## src/rtl/brick_field_if.sv

```systemverilog
// Request/status, RAM record and pixel signals of the brick field engine.
// The engine uses the slave modport; whoever drives requests uses master.
interface brick_field_if #(
    parameter int N      = 50,
    parameter int ADDR_W = 8
);
    logic              start_init;
    logic              erase_req;
    logic [7:0]        erase_row;
    logic [7:0]        erase_col;
    logic              busy;
    logic              done;
    logic              erase_miss;
    logic              ram_wren;
    logic [ADDR_W-1:0] ram_addr;
    logic [17:0]       ram_wdata;
    logic [7:0]        x;
    logic [6:0]        y;
    logic [2:0]        colour;
    logic              plot;
    logic [N-1:0]      alive;
    logic [7:0]        bricks_left;

    modport master (
        output start_init, erase_req, erase_row, erase_col,
        input  busy, done, erase_miss, ram_wren, ram_addr, ram_wdata,
        input  x, y, colour, plot, alive, bricks_left
    );

    modport slave (
        input  start_init, erase_req, erase_row, erase_col,
        output busy, done, erase_miss, ram_wren, ram_addr, ram_wdata,
        output x, y, colour, plot, alive, bricks_left
    );
endinterface

```

## src/rtl/brick_field_engine.sv

```systemverilog
// Builds the brick record table in RAM, rasters every brick, and erases single bricks.
// Optional macro BRICK_ROW_COLOURS_EN: brick colour = (row mod 6) + 1 instead of BRICK_COLOUR.
module brick_field_engine #(
    parameter int         COLS         = 10,
    parameter int         ROWS         = 5,
    parameter int         BRICK_W      = 16,
    parameter int         BRICK_H      = 8,
    parameter int         X0           = 0,
    parameter int         Y0           = 0,
    parameter int         ADDR_W       = 8,
    parameter logic [2:0] BRICK_COLOUR = 3'b100
) (
    input  logic         clk,
    input  logic         reset,
    brick_field_if.slave bus
);
    localparam int          N        = COLS * ROWS;
    localparam logic [N-1:0] ONE     = N'(1);
    localparam logic [15:0] BW       = 16'(BRICK_W);
    localparam logic [15:0] BH       = 16'(BRICK_H);
    localparam logic [15:0] XS       = 16'(X0);
    localparam logic [15:0] YS       = 16'(Y0);
    localparam logic [7:0]  LAST_COL = 8'(COLS - 1);
    localparam logic [7:0]  LAST_PX  = 8'(BRICK_W - 1);
    localparam logic [7:0]  LAST_PY  = 8'(BRICK_H - 1);
    localparam logic [15:0] LAST_IDX = 16'(N - 1);

    typedef enum logic [2:0] {IDLE, STORE, DRAW, ERASE, FINISH} state_t;

    state_t       state_q, state_d;
    logic [15:0]  brickIdx_q, brickIdx_d;
    logic [7:0]   col_q, col_d, row_q, row_d;
    logic [15:0]  baseX_q, baseX_d, baseY_q, baseY_d;
    logic [7:0]   px_q, px_d, py_q, py_d;
    logic [7:0]   erRow_q, erRow_d, erCol_q, erCol_d;
    logic [15:0]  erX_q, erX_d, erY_q, erY_d;
    logic [N-1:0] alive_q, alive_d;
    logic [7:0]   left_q, left_d;

    logic [7:0]   nCol, nRow;
    logic [15:0]  nBaseX, nBaseY;
    logic [2:0]   brickColour;
    logic [15:0]  erIdx;
    logic [N-1:0] aliveAt;
    logic         hit, lastPixel;

    logic              busyO, doneO, missO, wrenO, plotO;
    logic [ADDR_W-1:0] addrO;
    logic [17:0]       wdataO;
    logic [7:0]        xO;
    logic [6:0]        yO;
    logic [2:0]        colourO;

`ifdef BRICK_ROW_COLOURS_EN
    assign brickColour = 3'((row_q % 8'd6) + 8'd1);
`else
    assign brickColour = BRICK_COLOUR;
`endif

    // Erase target is validated against the latched request, never the live inputs.
    assign erIdx     = 16'(erRow_q) * 16'(COLS) + 16'(erCol_q);
    assign aliveAt   = alive_q >> erIdx;
    assign hit       = (erRow_q < 8'(ROWS)) && (erCol_q < 8'(COLS)) && aliveAt[0];
    assign lastPixel = (px_q == LAST_PX) && (py_q == LAST_PY);

    // Row-major brick stepping: position is tracked incrementally, never divided out of the index.
    always_comb begin
        if (col_q == LAST_COL) begin
            nCol   = 8'd0;
            nRow   = row_q + 8'd1;
            nBaseX = XS;
            nBaseY = baseY_q + BH;
        end else begin
            nCol   = col_q + 8'd1;
            nRow   = row_q;
            nBaseX = baseX_q + BW;
            nBaseY = baseY_q;
        end
    end

    always_comb begin
        state_d    = state_q;
        brickIdx_d = brickIdx_q;
        col_d      = col_q;
        row_d      = row_q;
        baseX_d    = baseX_q;
        baseY_d    = baseY_q;
        px_d       = px_q;
        py_d       = py_q;
        erRow_d    = erRow_q;
        erCol_d    = erCol_q;
        erX_d      = erX_q;
        erY_d      = erY_q;
        alive_d    = alive_q;
        left_d     = left_q;
        busyO      = (state_q != IDLE);
        doneO      = 1'b0;
        missO      = 1'b0;
        wrenO      = 1'b0;
        plotO      = 1'b0;
        addrO      = '0;
        wdataO     = '0;
        xO         = '0;
        yO         = '0;
        colourO    = '0;

        case (state_q)
            IDLE: begin
                if (bus.start_init) begin
                    state_d    = STORE;
                    brickIdx_d = '0;
                    col_d      = '0;
                    row_d      = '0;
                    baseX_d    = XS;
                    baseY_d    = YS;
                    alive_d    = '0;
                    left_d     = '0;
                end else if (bus.erase_req) begin
                    state_d = ERASE;
                    erRow_d = bus.erase_row;
                    erCol_d = bus.erase_col;
                    erX_d   = XS + 16'(bus.erase_col) * BW;
                    erY_d   = YS + 16'(bus.erase_row) * BH;
                    px_d    = '0;
                    py_d    = '0;
                end
            end

            STORE: begin
                wrenO      = 1'b1;
                addrO      = brickIdx_q[ADDR_W-1:0];
                wdataO     = {brickColour, baseY_q[6:0], baseX_q[7:0]};
                alive_d    = alive_q | (ONE << brickIdx_q);
                left_d     = left_q + 8'd1;
                brickIdx_d = brickIdx_q + 16'd1;
                col_d      = nCol;
                row_d      = nRow;
                baseX_d    = nBaseX;
                baseY_d    = nBaseY;
                if (brickIdx_q == LAST_IDX) begin
                    state_d    = DRAW;
                    brickIdx_d = '0;
                    col_d      = '0;
                    row_d      = '0;
                    baseX_d    = XS;
                    baseY_d    = YS;
                    px_d       = '0;
                    py_d       = '0;
                end
            end

            DRAW: begin
                plotO   = 1'b1;
                xO      = 8'(baseX_q + 16'(px_q));
                yO      = 7'(baseY_q + 16'(py_q));
                colourO = brickColour;
                if (px_q == LAST_PX) begin
                    px_d = '0;
                    if (py_q == LAST_PY) begin
                        py_d       = '0;
                        brickIdx_d = brickIdx_q + 16'd1;
                        col_d      = nCol;
                        row_d      = nRow;
                        baseX_d    = nBaseX;
                        baseY_d    = nBaseY;
                        if (brickIdx_q == LAST_IDX) state_d = FINISH;
                    end else begin
                        py_d = py_q + 8'd1;
                    end
                end else begin
                    px_d = px_q + 8'd1;
                end
            end

            // Pixel (0,0) is only ever seen on the first ERASE cycle, so it doubles as the check cycle.
            ERASE: begin
                if (px_q == 8'd0 && py_q == 8'd0 && !hit) begin
                    missO   = 1'b1;
                    doneO   = 1'b1;
                    state_d = IDLE;
                end else begin
                    plotO = 1'b1;
                    xO    = 8'(erX_q + 16'(px_q));
                    yO    = 7'(erY_q + 16'(py_q));
                    if (px_q == 8'd0 && py_q == 8'd0) begin
                        alive_d = alive_q & ~(ONE << erIdx);
                        left_d  = left_q - 8'd1;
                    end
                    if (lastPixel) begin
                        state_d = FINISH;
                        px_d    = '0;
                        py_d    = '0;
                    end else if (px_q == LAST_PX) begin
                        px_d = '0;
                        py_d = py_q + 8'd1;
                    end else begin
                        px_d = px_q + 8'd1;
                    end
                end
            end

            FINISH: begin
                doneO   = 1'b1;
                state_d = IDLE;
            end

            default: state_d = IDLE;
        endcase
    end

    always_ff @(posedge clk or posedge reset) begin
        if (reset) begin
            state_q    <= IDLE;
            brickIdx_q <= '0;
            col_q      <= '0;
            row_q      <= '0;
            baseX_q    <= '0;
            baseY_q    <= '0;
            px_q       <= '0;
            py_q       <= '0;
            erRow_q    <= '0;
            erCol_q    <= '0;
            erX_q      <= '0;
            erY_q      <= '0;
            alive_q    <= '0;
            left_q     <= '0;
        end else begin
            state_q    <= state_d;
            brickIdx_q <= brickIdx_d;
            col_q      <= col_d;
            row_q      <= row_d;
            baseX_q    <= baseX_d;
            baseY_q    <= baseY_d;
            px_q       <= px_d;
            py_q       <= py_d;
            erRow_q    <= erRow_d;
            erCol_q    <= erCol_d;
            erX_q      <= erX_d;
            erY_q      <= erY_d;
            alive_q    <= alive_d;
            left_q     <= left_d;
        end
    end

    assign bus.busy        = busyO;
    assign bus.done        = doneO;
    assign bus.erase_miss  = missO;
    assign bus.ram_wren    = wrenO;
    assign bus.ram_addr    = addrO;
    assign bus.ram_wdata   = wdataO;
    assign bus.x           = xO;
    assign bus.y           = yO;
    assign bus.colour      = colourO;
    assign bus.plot        = plotO;
    assign bus.alive       = alive_q;
    assign bus.bricks_left = left_q;
endmodule

```

## src/flat_wrapper.sv

```systemverilog
// flat-port wrapper written by rule: the top's interface ports become plain ports
module brick_field_engine_flat 
#(
    parameter int         COLS         = 10,
    parameter int         ROWS         = 5,
    parameter int         BRICK_W      = 16,
    parameter int         BRICK_H      = 8,
    parameter int         X0           = 0,
    parameter int         Y0           = 0,
    parameter int         ADDR_W       = 8,
    parameter logic [2:0] BRICK_COLOUR = 3'b100
)
  (clk, reset, bus_start_init, bus_erase_req, bus_erase_row, bus_erase_col, bus_busy, bus_done, bus_erase_miss, bus_ram_wren, bus_ram_addr, bus_ram_wdata, bus_x, bus_y, bus_colour, bus_plot, bus_alive, bus_bricks_left);
  brick_field_if #(.N((50)), .ADDR_W(ADDR_W)) bus_i ();
  input  logic clk;
  input  logic reset;
  input wire logic [$bits(bus_i.start_init)-1:0] bus_start_init;
  input wire logic [$bits(bus_i.erase_req)-1:0] bus_erase_req;
  input wire logic [$bits(bus_i.erase_row)-1:0] bus_erase_row;
  input wire logic [$bits(bus_i.erase_col)-1:0] bus_erase_col;
  output wire logic [$bits(bus_i.busy)-1:0] bus_busy;
  output wire logic [$bits(bus_i.done)-1:0] bus_done;
  output wire logic [$bits(bus_i.erase_miss)-1:0] bus_erase_miss;
  output wire logic [$bits(bus_i.ram_wren)-1:0] bus_ram_wren;
  output wire logic [$bits(bus_i.ram_addr)-1:0] bus_ram_addr;
  output wire logic [$bits(bus_i.ram_wdata)-1:0] bus_ram_wdata;
  output wire logic [$bits(bus_i.x)-1:0] bus_x;
  output wire logic [$bits(bus_i.y)-1:0] bus_y;
  output wire logic [$bits(bus_i.colour)-1:0] bus_colour;
  output wire logic [$bits(bus_i.plot)-1:0] bus_plot;
  output wire logic [$bits(bus_i.alive)-1:0] bus_alive;
  output wire logic [$bits(bus_i.bricks_left)-1:0] bus_bricks_left;
  assign bus_i.start_init = bus_start_init;
  assign bus_i.erase_req = bus_erase_req;
  assign bus_i.erase_row = bus_erase_row;
  assign bus_i.erase_col = bus_erase_col;
  assign bus_busy = bus_i.busy;
  assign bus_done = bus_i.done;
  assign bus_erase_miss = bus_i.erase_miss;
  assign bus_ram_wren = bus_i.ram_wren;
  assign bus_ram_addr = bus_i.ram_addr;
  assign bus_ram_wdata = bus_i.ram_wdata;
  assign bus_x = bus_i.x;
  assign bus_y = bus_i.y;
  assign bus_colour = bus_i.colour;
  assign bus_plot = bus_i.plot;
  assign bus_alive = bus_i.alive;
  assign bus_bricks_left = bus_i.bricks_left;
  brick_field_engine #(.COLS(COLS), .ROWS(ROWS), .BRICK_W(BRICK_W), .BRICK_H(BRICK_H), .X0(X0), .Y0(Y0), .ADDR_W(ADDR_W), .BRICK_COLOUR(BRICK_COLOUR)) u_core (.clk(clk), .reset(reset), .bus(bus_i));
endmodule
```

## config.mk

```make
export PLATFORM = sky130hd
export DESIGN_NAME = brick_field_engine_flat
export DESIGN_NICKNAME = d
export VERILOG_FILES = /design/src/rtl/brick_field_if.sv /design/src/rtl/brick_field_engine.sv /design/src/flat_wrapper.sv
export SDC_FILE = /design/constraint.sdc
export NUM_CORES = 1
export LEC_CHECK = 0
export CORE_AREA = 2 2 138 140
export DETAILED_ROUTE_END_ITERATION = 12
export DIE_AREA = 0 0 140 142
export PLACE_DENSITY = 0.73
export SLEW_MARGIN = 20
export SYNTH_ARGS = -nofsm -noshare
export SYNTH_HDL_FRONTEND = slang
export SYNTH_SLANG_ARGS = --single-unit
```

## constraint.sdc

```tcl
create_clock -name clk -period 6 [get_ports clk]
set_clock_uncertainty 0.15 [all_clocks]
set_input_delay 1.2 -clock clk [delete_from_list [all_inputs] [get_ports clk]]
set_output_delay 1.2 -clock clk [all_outputs]
set_load 0.005 [all_outputs]
```

Word-level counts from Yosys, hierarchy flattened:

Index checks and enable logic that the tools add are counted.

* register bits after elaboration: 149
* output and inout bits: 107
* word-level logic and storage cells: 136

* add/subtract/negate cells: 13
* multipliers: 1
* magnitude comparators: 2
* eq/ne operators: 20
* shift operators: 3
* mux-type cells: 63
* bitwise logic cells: 4
* reductions and logical operators: 19

Operators with widths (count)
* two-way mux 16 bit: 12
* two-way mux 8 bit: 20
* two-way mux 50 bit: 3
* one-hot mux 50 bit (3 select lines): 1
* one-hot mux 16 bit (3 select lines): 3
* left shift 1 x 16 -> 50 bit (first input constant): 2
* one-hot mux 8 bit (4 select lines): 2
* bitwise AND 50 bit: 1
* NOT 50 bit: 1
* OR 50 bit: 1
* right shift 50 x 16 -> 1 bit: 1
* one-hot mux 8 bit (3 select lines): 2
* adder 8 x 1 -> 8 bit (second input constant): 4
* two-way mux 3 bit: 9
* two-way mux 18 bit: 1
* adder 16 x 1 -> 16 bit (second input constant): 1
* adder 16 x 4 -> 16 bit (second input constant): 1
* adder 16 x 5 -> 16 bit (second input constant): 1
* adder 8 bit: 2
* equality test 16 x 6 -> 1 bit (second input constant): 1
* equality test 8 x 4 -> 1 bit (second input constant): 2
* zero test 8 bit: 2
* one-hot mux 8 bit (2 select lines): 1
* adder 7 bit: 2
* 29 further kinds: 49

Longest topological paths before layout:

* word-level depth: 8
* mapped depth: 17
* mapped depth without buffers: 14

Least setup slack after synthesis:

No wires, ideal clock.

* path kind: register to output
* start: register u_core.erRow_q[1]
* end: output bus_x[7]
* arrival time: 3.636 ns
* setup slack: 1.014 ns
* cell stages (with the launch flop): 17
* cells stage by stage: dfrtp_1 ha_1 ha_1 inv_1 fa_1 inv_1 ha_1 a21o_1 nand2_1 a31oi_1 or4_4 o22ai_4 and4_1 buf_4 buf_6 o21ai_2 o22ai_1

* cells in the longest elaborated chain, start to end: 8
* elaborated cells on any way between the ends: 10
* those cells by class: add/sub: 1; mul: 1; order compare: 1; shift: 1; mux: 2; reduce/logical: 4

RTL lines
* start, declared: line brick_field_engine.sv:35 `logic [7:0] erRow_q, erRow_d, erCol_q, erCol_d;`
* start signal, assigned: line brick_field_engine.sv:236 `erRow_q <= erRow_d;`
* multiplier 8 x 3 -> 11 bit: line brick_field_engine.sv:61 `assign erIdx = 16'(erRow_q) * 16'(COLS) + 16'(erCol_q);`
* adder 12 x 8 -> 13 bit: line brick_field_engine.sv:61
* right shift 50 x 16 -> 1 bit: line brick_field_engine.sv:62 `assign aliveAt = alive_q >> erIdx;`
* logical AND 1 bit *: line brick_field_engine.sv:63 `assign hit = (erRow_q < 8'(ROWS)) && (erCol_q < 8'(COLS)) && aliveAt[0];`
* zero test 1 bit *: line brick_field_engine.sv:177 `if (px_q == 8'd0 && py_q == 8'd0 && !hit) begin`
* logical AND 1 bit *: line brick_field_engine.sv:177
* two-way mux 8 bit *: line brick_field_engine.sv:177
* one-hot mux 8 bit (2 select lines) *: line brick_field_engine.sv:107 `case (state_q)`
* end, declared: line flat_wrapper.sv:27 `output wire logic [$bits(bus_i.x)-1:0] bus_x;`

Every way passes the cells marked *; elsewhere a longest branch is shown, timed or not.

Worst setup path after layout:

* start: register u_core.erRow_q[2]
* end: output bus_plot

* cells in the longest elaborated chain, start to end: 8
* elaborated cells on any way between the ends: 10
* those cells by class: add/sub: 1; mul: 1; order compare: 1; shift: 1; mux: 2; reduce/logical: 4

RTL lines
* multiplier 8 x 3 -> 11 bit: line brick_field_engine.sv:61
* adder 12 x 8 -> 13 bit: line brick_field_engine.sv:61
* right shift 50 x 16 -> 1 bit: line brick_field_engine.sv:62
* logical AND 1 bit *: line brick_field_engine.sv:63
* zero test 1 bit *: line brick_field_engine.sv:177
* logical AND 1 bit *: line brick_field_engine.sv:177
* two-way mux 1 bit *: line brick_field_engine.sv:177
* one-hot mux 1 bit (2 select lines) *: line brick_field_engine.sv:107
* end, declared: line flat_wrapper.sv:30 `output wire logic [$bits(bus_i.plot)-1:0] bus_plot;`

Marked as above.

==> parameters.txt <==
Parameter                              Value

Floorplan
  Number of I/O pins ... 127
  Number of rows in the core area ... 50
  Floorplan die area ... around 20000 sq um
  Width of the chip ... around 140 um
  Core Region ... around 18000 sq um
  Starting density of the core ... 0.493
  Die height ... between 100 and 150 um

Layout
  Leading cell type in the layout, fill and taps excluded ... sky130_fd_sc_hd__dfrtp_1
  NumNets Final ... 1200
  Final Instance Count excl. Fillers ... roughly 1400
  Post-layout util ... 0.600
  Leading cell types in the layout, fill and taps excluded ... sky130_fd_sc_hd__dfrtp_1, sky130_fd_sc_hd__clkdlybuf4s50_1, sky130_fd_sc_hd__a21oi_1, sky130_fd_sc_hd__nor2_1, sky130_fd_sc_hd__nand2_1
  Synth-to-layout area growth ... 21.8%
  Diode insertion count for antenna repair ... 0
  Layout cells sized above 1 ... 0.0943

Timing
  Worst setup slack after layout ... about 0.18 ns
  Worst slew pin tran ... around 1.1 ns
  Final count of negative-setup-slack endpoints ... 0
  Relative slew slack ... 0.251
  Hold violation total from the final report ... 0
  Accumulated negative setup slack ... 0 ns
  Achievable frequency ... 172 MHz
  Part of the cycle the worst path needs ... 0.969
  Pins Over Slew Limit ... 0
  Period minus WS final ... around 5.8 ns

Clock tree
  Reg clk slew, reported paths ... about 0.060 ns
  Root buffer selected by CTS ... sky130_fd_sc_hd__clkbuf_16
  Number of buffers inserted during clock tree synthesis ... 17
  Max H-tree Level ... 4
  CTS tree ... built
  Worst-Skew Late Latency ... ~0.43 ns
  Cts-stage hold buffer count ... 0
  Sink count of the clock tree ... between 100 and 150
  Deepest clock path buffer count ... 2

Detailed routing
  Post-DRT Antenna Nets ... 0
  DRC ... 10
  Drt initial violations ... approximately 1200
  Iteration count of the initial detailed-routing pass ... 10
  Wirelength per Cell ... about 20 um
  Number of vias after detailed routing ... approximately 8600
  Post-detailed-routing wire length ... 28100 um
  Avg Vias per Cell ... approximately 6.3

Hold path
  Path category of the worst min-delay check ... reg2reg

Setup path
  Worst Setup End Kind ... output pin
  Critical path data required time ... approximately 4.7 ns
  Largest fanout on the critical path ... 5
  Crit path DAT ... 4.47 ns
  Critical path start-end classification ... reg2out
  Kind of start point of the critical path ... register

Synthesis
  Post-synthesis instance area ... 9090 sq um
  Post-synthesis instance total ... slightly above 1000
  Post-synth cell types ... 74
  Post-Syn Area per Cell ... about 9 sq um
  Number of enable-type register cells in the synthesized netlist ... 0
  Synth warnings ... 0
  Fraction of synthesis flops using an asynchronous set or reset pin ... 1.00
  Number of register bits inferred by synthesis ... 129
  Top_reg_cell synth ... sky130_fd_sc_hd__dfrtp_1
  Sequential element share of the synthesized area ... 0.355

Power
  Areal power density over the cells ... around 570 nW/um^2
  Reg power frac ... 0.201
  Sw power ... 3.18 mW
  Cell-internal power ... 3.16 mW
  Total Power Consumption ... roughly 6.3 mW
  Share of total power in the clock network ... 0.175
  Switching share of total power ... 0.501
  Max VDD drop ... around 380 uV
  Static leakage ... between 4 and 5 nW
  Comb power frac ... 0.624

Placed design
  Placement Setup Slack ... 0.332 ns
  Cells after DPL ... ~1300
  Count of input and output buffers ... 119
  Global placer's final weighted congestion ... 0.953
  Placed wire-length estimate ... 19800 um

Global route
  Antenna violations before repair ... 0
  Largest net degree at the start of global routing ... 69
  Global-route usage over all layers ... 0.284
  Vias in the first global route ... ~8000
  GR Overflow Total ... 0
  Wire length of the first global-routing pass ... 44300 um

Status
  Run status ... finished with violations
  Violations in the final reports ... DRC

Job
  Max cap viols ... 0
==> cells in the mapped netlist, types with 5 or more instances <==
cell                       instances  area share
sky130_fd_sc_hd__a211oi_1         10      0.0083
sky130_fd_sc_hd__a21o_1           12      0.0099
sky130_fd_sc_hd__a21oi_1         104       0.057
sky130_fd_sc_hd__a221oi_1         10      0.0096
sky130_fd_sc_hd__a31oi_1          12      0.0083
sky130_fd_sc_hd__and2_1           12      0.0083
sky130_fd_sc_hd__and3_1           27       0.019
sky130_fd_sc_hd__buf_2            10      0.0055
sky130_fd_sc_hd__buf_4             9      0.0074
sky130_fd_sc_hd__buf_6             5      0.0062
sky130_fd_sc_hd__clkbuf_1         33       0.014
sky130_fd_sc_hd__dfrtp_1         129        0.36
sky130_fd_sc_hd__fa_1              6       0.013
sky130_fd_sc_hd__ha_1             51       0.070
sky130_fd_sc_hd__inv_1            48       0.020
sky130_fd_sc_hd__mux2_2           19       0.024
sky130_fd_sc_hd__mux2i_1           9      0.0099
sky130_fd_sc_hd__mux4_2           12       0.030
sky130_fd_sc_hd__nand2_1          78       0.032
sky130_fd_sc_hd__nand2b_1         13      0.0089
sky130_fd_sc_hd__nand3_1          24       0.013
sky130_fd_sc_hd__nand4_1          19       0.013
sky130_fd_sc_hd__nor2_1           86       0.036
sky130_fd_sc_hd__nor2b_1           5      0.0034
sky130_fd_sc_hd__nor3_1           38       0.021
sky130_fd_sc_hd__nor4_1            9      0.0062
sky130_fd_sc_hd__o211ai_1         13       0.011
sky130_fd_sc_hd__o21a_1            5      0.0041
sky130_fd_sc_hd__o21ai_0          44       0.024
sky130_fd_sc_hd__o21bai_1          6      0.0050
sky130_fd_sc_hd__o22ai_1          13      0.0089
sky130_fd_sc_hd__o31ai_1          21       0.017
sky130_fd_sc_hd__o41ai_1           5      0.0048
sky130_fd_sc_hd__or3_1            10      0.0069
sky130_fd_sc_hd__xnor2_1          28       0.027
sky130_fd_sc_hd__xor2_1           23       0.022
==> path summary, 6_finish.rpt <==
path                                    from  slack, ns  cells after the start              endpoint
min reg2reg                u_core.baseX_q[3]       0.37                      1     u_core.baseX_q[3]
max reg2reg                u_core.erRow_q[2]       1.39                     15  u_core.bus.alive[44]
max in group asynchronous              reset       3.59                      3        u_core.py_q[3]
max                        u_core.erRow_q[2]       0.18                     15              bus_plot
min in group asynchronous              reset       1.15                      2  u_core.bus.alive[14]
min                        u_core.baseX_q[3]       0.37                      1     u_core.baseX_q[3]
==> timing repair <==
action                                  CTS  global route
pin swaps                                 1             4
endpoints found under the setup margin   15            16
gates resized for setup                   2             6
buffers inserted                          1             2
==> worst max-delay path: stages, from the launching register on <==
cell and delay, ns:
sky130_fd_sc_hd__dfrtp_1 0.41, sky130_fd_sc_hd__ha_1 0.32, sky130_fd_sc_hd__ha_1 0.32, sky130_fd_sc_hd__a21o_1 0.21
sky130_fd_sc_hd__a21oi_2 0.16, sky130_fd_sc_hd__xnor2_1 0.09, sky130_fd_sc_hd__ha_1 0.33, sky130_fd_sc_hd__inv_1 0.06
sky130_fd_sc_hd__o21ai_0 0.16, sky130_fd_sc_hd__a211oi_1 0.09, sky130_fd_sc_hd__or4_4 0.53, sky130_fd_sc_hd__o22ai_4 0.12
sky130_fd_sc_hd__and4_4 0.31, sky130_fd_sc_hd__o31a_1 0.26, sky130_fd_sc_hd__buf_4 0.17, sky130_fd_sc_hd__clkdlybuf4s50_1 0.49
==> cell type report <==
| class | count | area [sq um] |
|---|---|---|
| inverter | 50 | 190 |
| fill | 1601 | 7380 |
| timing repair buffer | 135 | 1310 |
| sequential | 129 | 3230 |
| clock buffer | 18 | 429 |
| clock inverter | 13 | 186 |
| tap | 234 | 293 |
| multi-input combinational | 790 | 5440 |
==> layer usage <==
layer / GRT usage / part of all wire / up-vias
met2: 0.434 / 0.44 / 468
met3: 0.0730 / 0.093 / 98
met4: 0.102 / 0.035 / 0
met5: 0 / 0 / -
li1: - / - / 3941
met1: 0.393 / 0.43 / 4078
==> per-stage QoR <==
step / hold WS, ns / area, sq um
after detailed placement: 0.353 / 10400
after global routing: 0.385 / 11100
after global placement: 0.337 / 10400
final: 0.371 / 11100
after floorplan: 0.321 / 9110
after CTS: 0.372 / 11000
==> power groups by stage <==
| stage | registers (mW) | clock network [mW] | logic [mW] |
|---|---|---|---|
| after floorplan | 1.16 | 0 | 2.72 |
| after global routing | 1.30 | 1.15 | 4.30 |
| after CTS | 1.27 | 1.11 | 3.81 |
| after global placement | 1.28 | 0 | 3.69 |
| final | 1.27 | 1.11 | 3.95 |
| after detailed placement | 1.28 | 0 | 3.74 |
==> logic make-up (layout without fill, tap and decap cells) <==
kind of cell | after synthesis | after routing | synth area share
compound gates | 287 | 287 | 0.202
flops | 129 | 129 | 0.355
other cells | 1 | 7 | 0.000412
xor+xnor | 51 | 51 | 0.0491
simple gates | 346 | 346 | 0.190
fa+ha+maj | 57 | 57 | 0.0834
mux | 42 | 42 | 0.0665
buf+inv | 108 | 216 | 0.0538
==> state kept, by name, indices dropped and copies added (netlist names) <==
register / count
u_core.bus.bricks_left: 8
u_core.bus.alive: 50
u_core.brickIdx_q: 16
u_core.erCol_q: 8
u_core.col_q: 8
u_core.px_q: 8
u_core.state_q: 3
u_core.baseX_q: 8
u_core.py_q: 8
u_core.baseY_q: 4
u_core.erRow_q: 8
(Power assumes the default switching activity.)
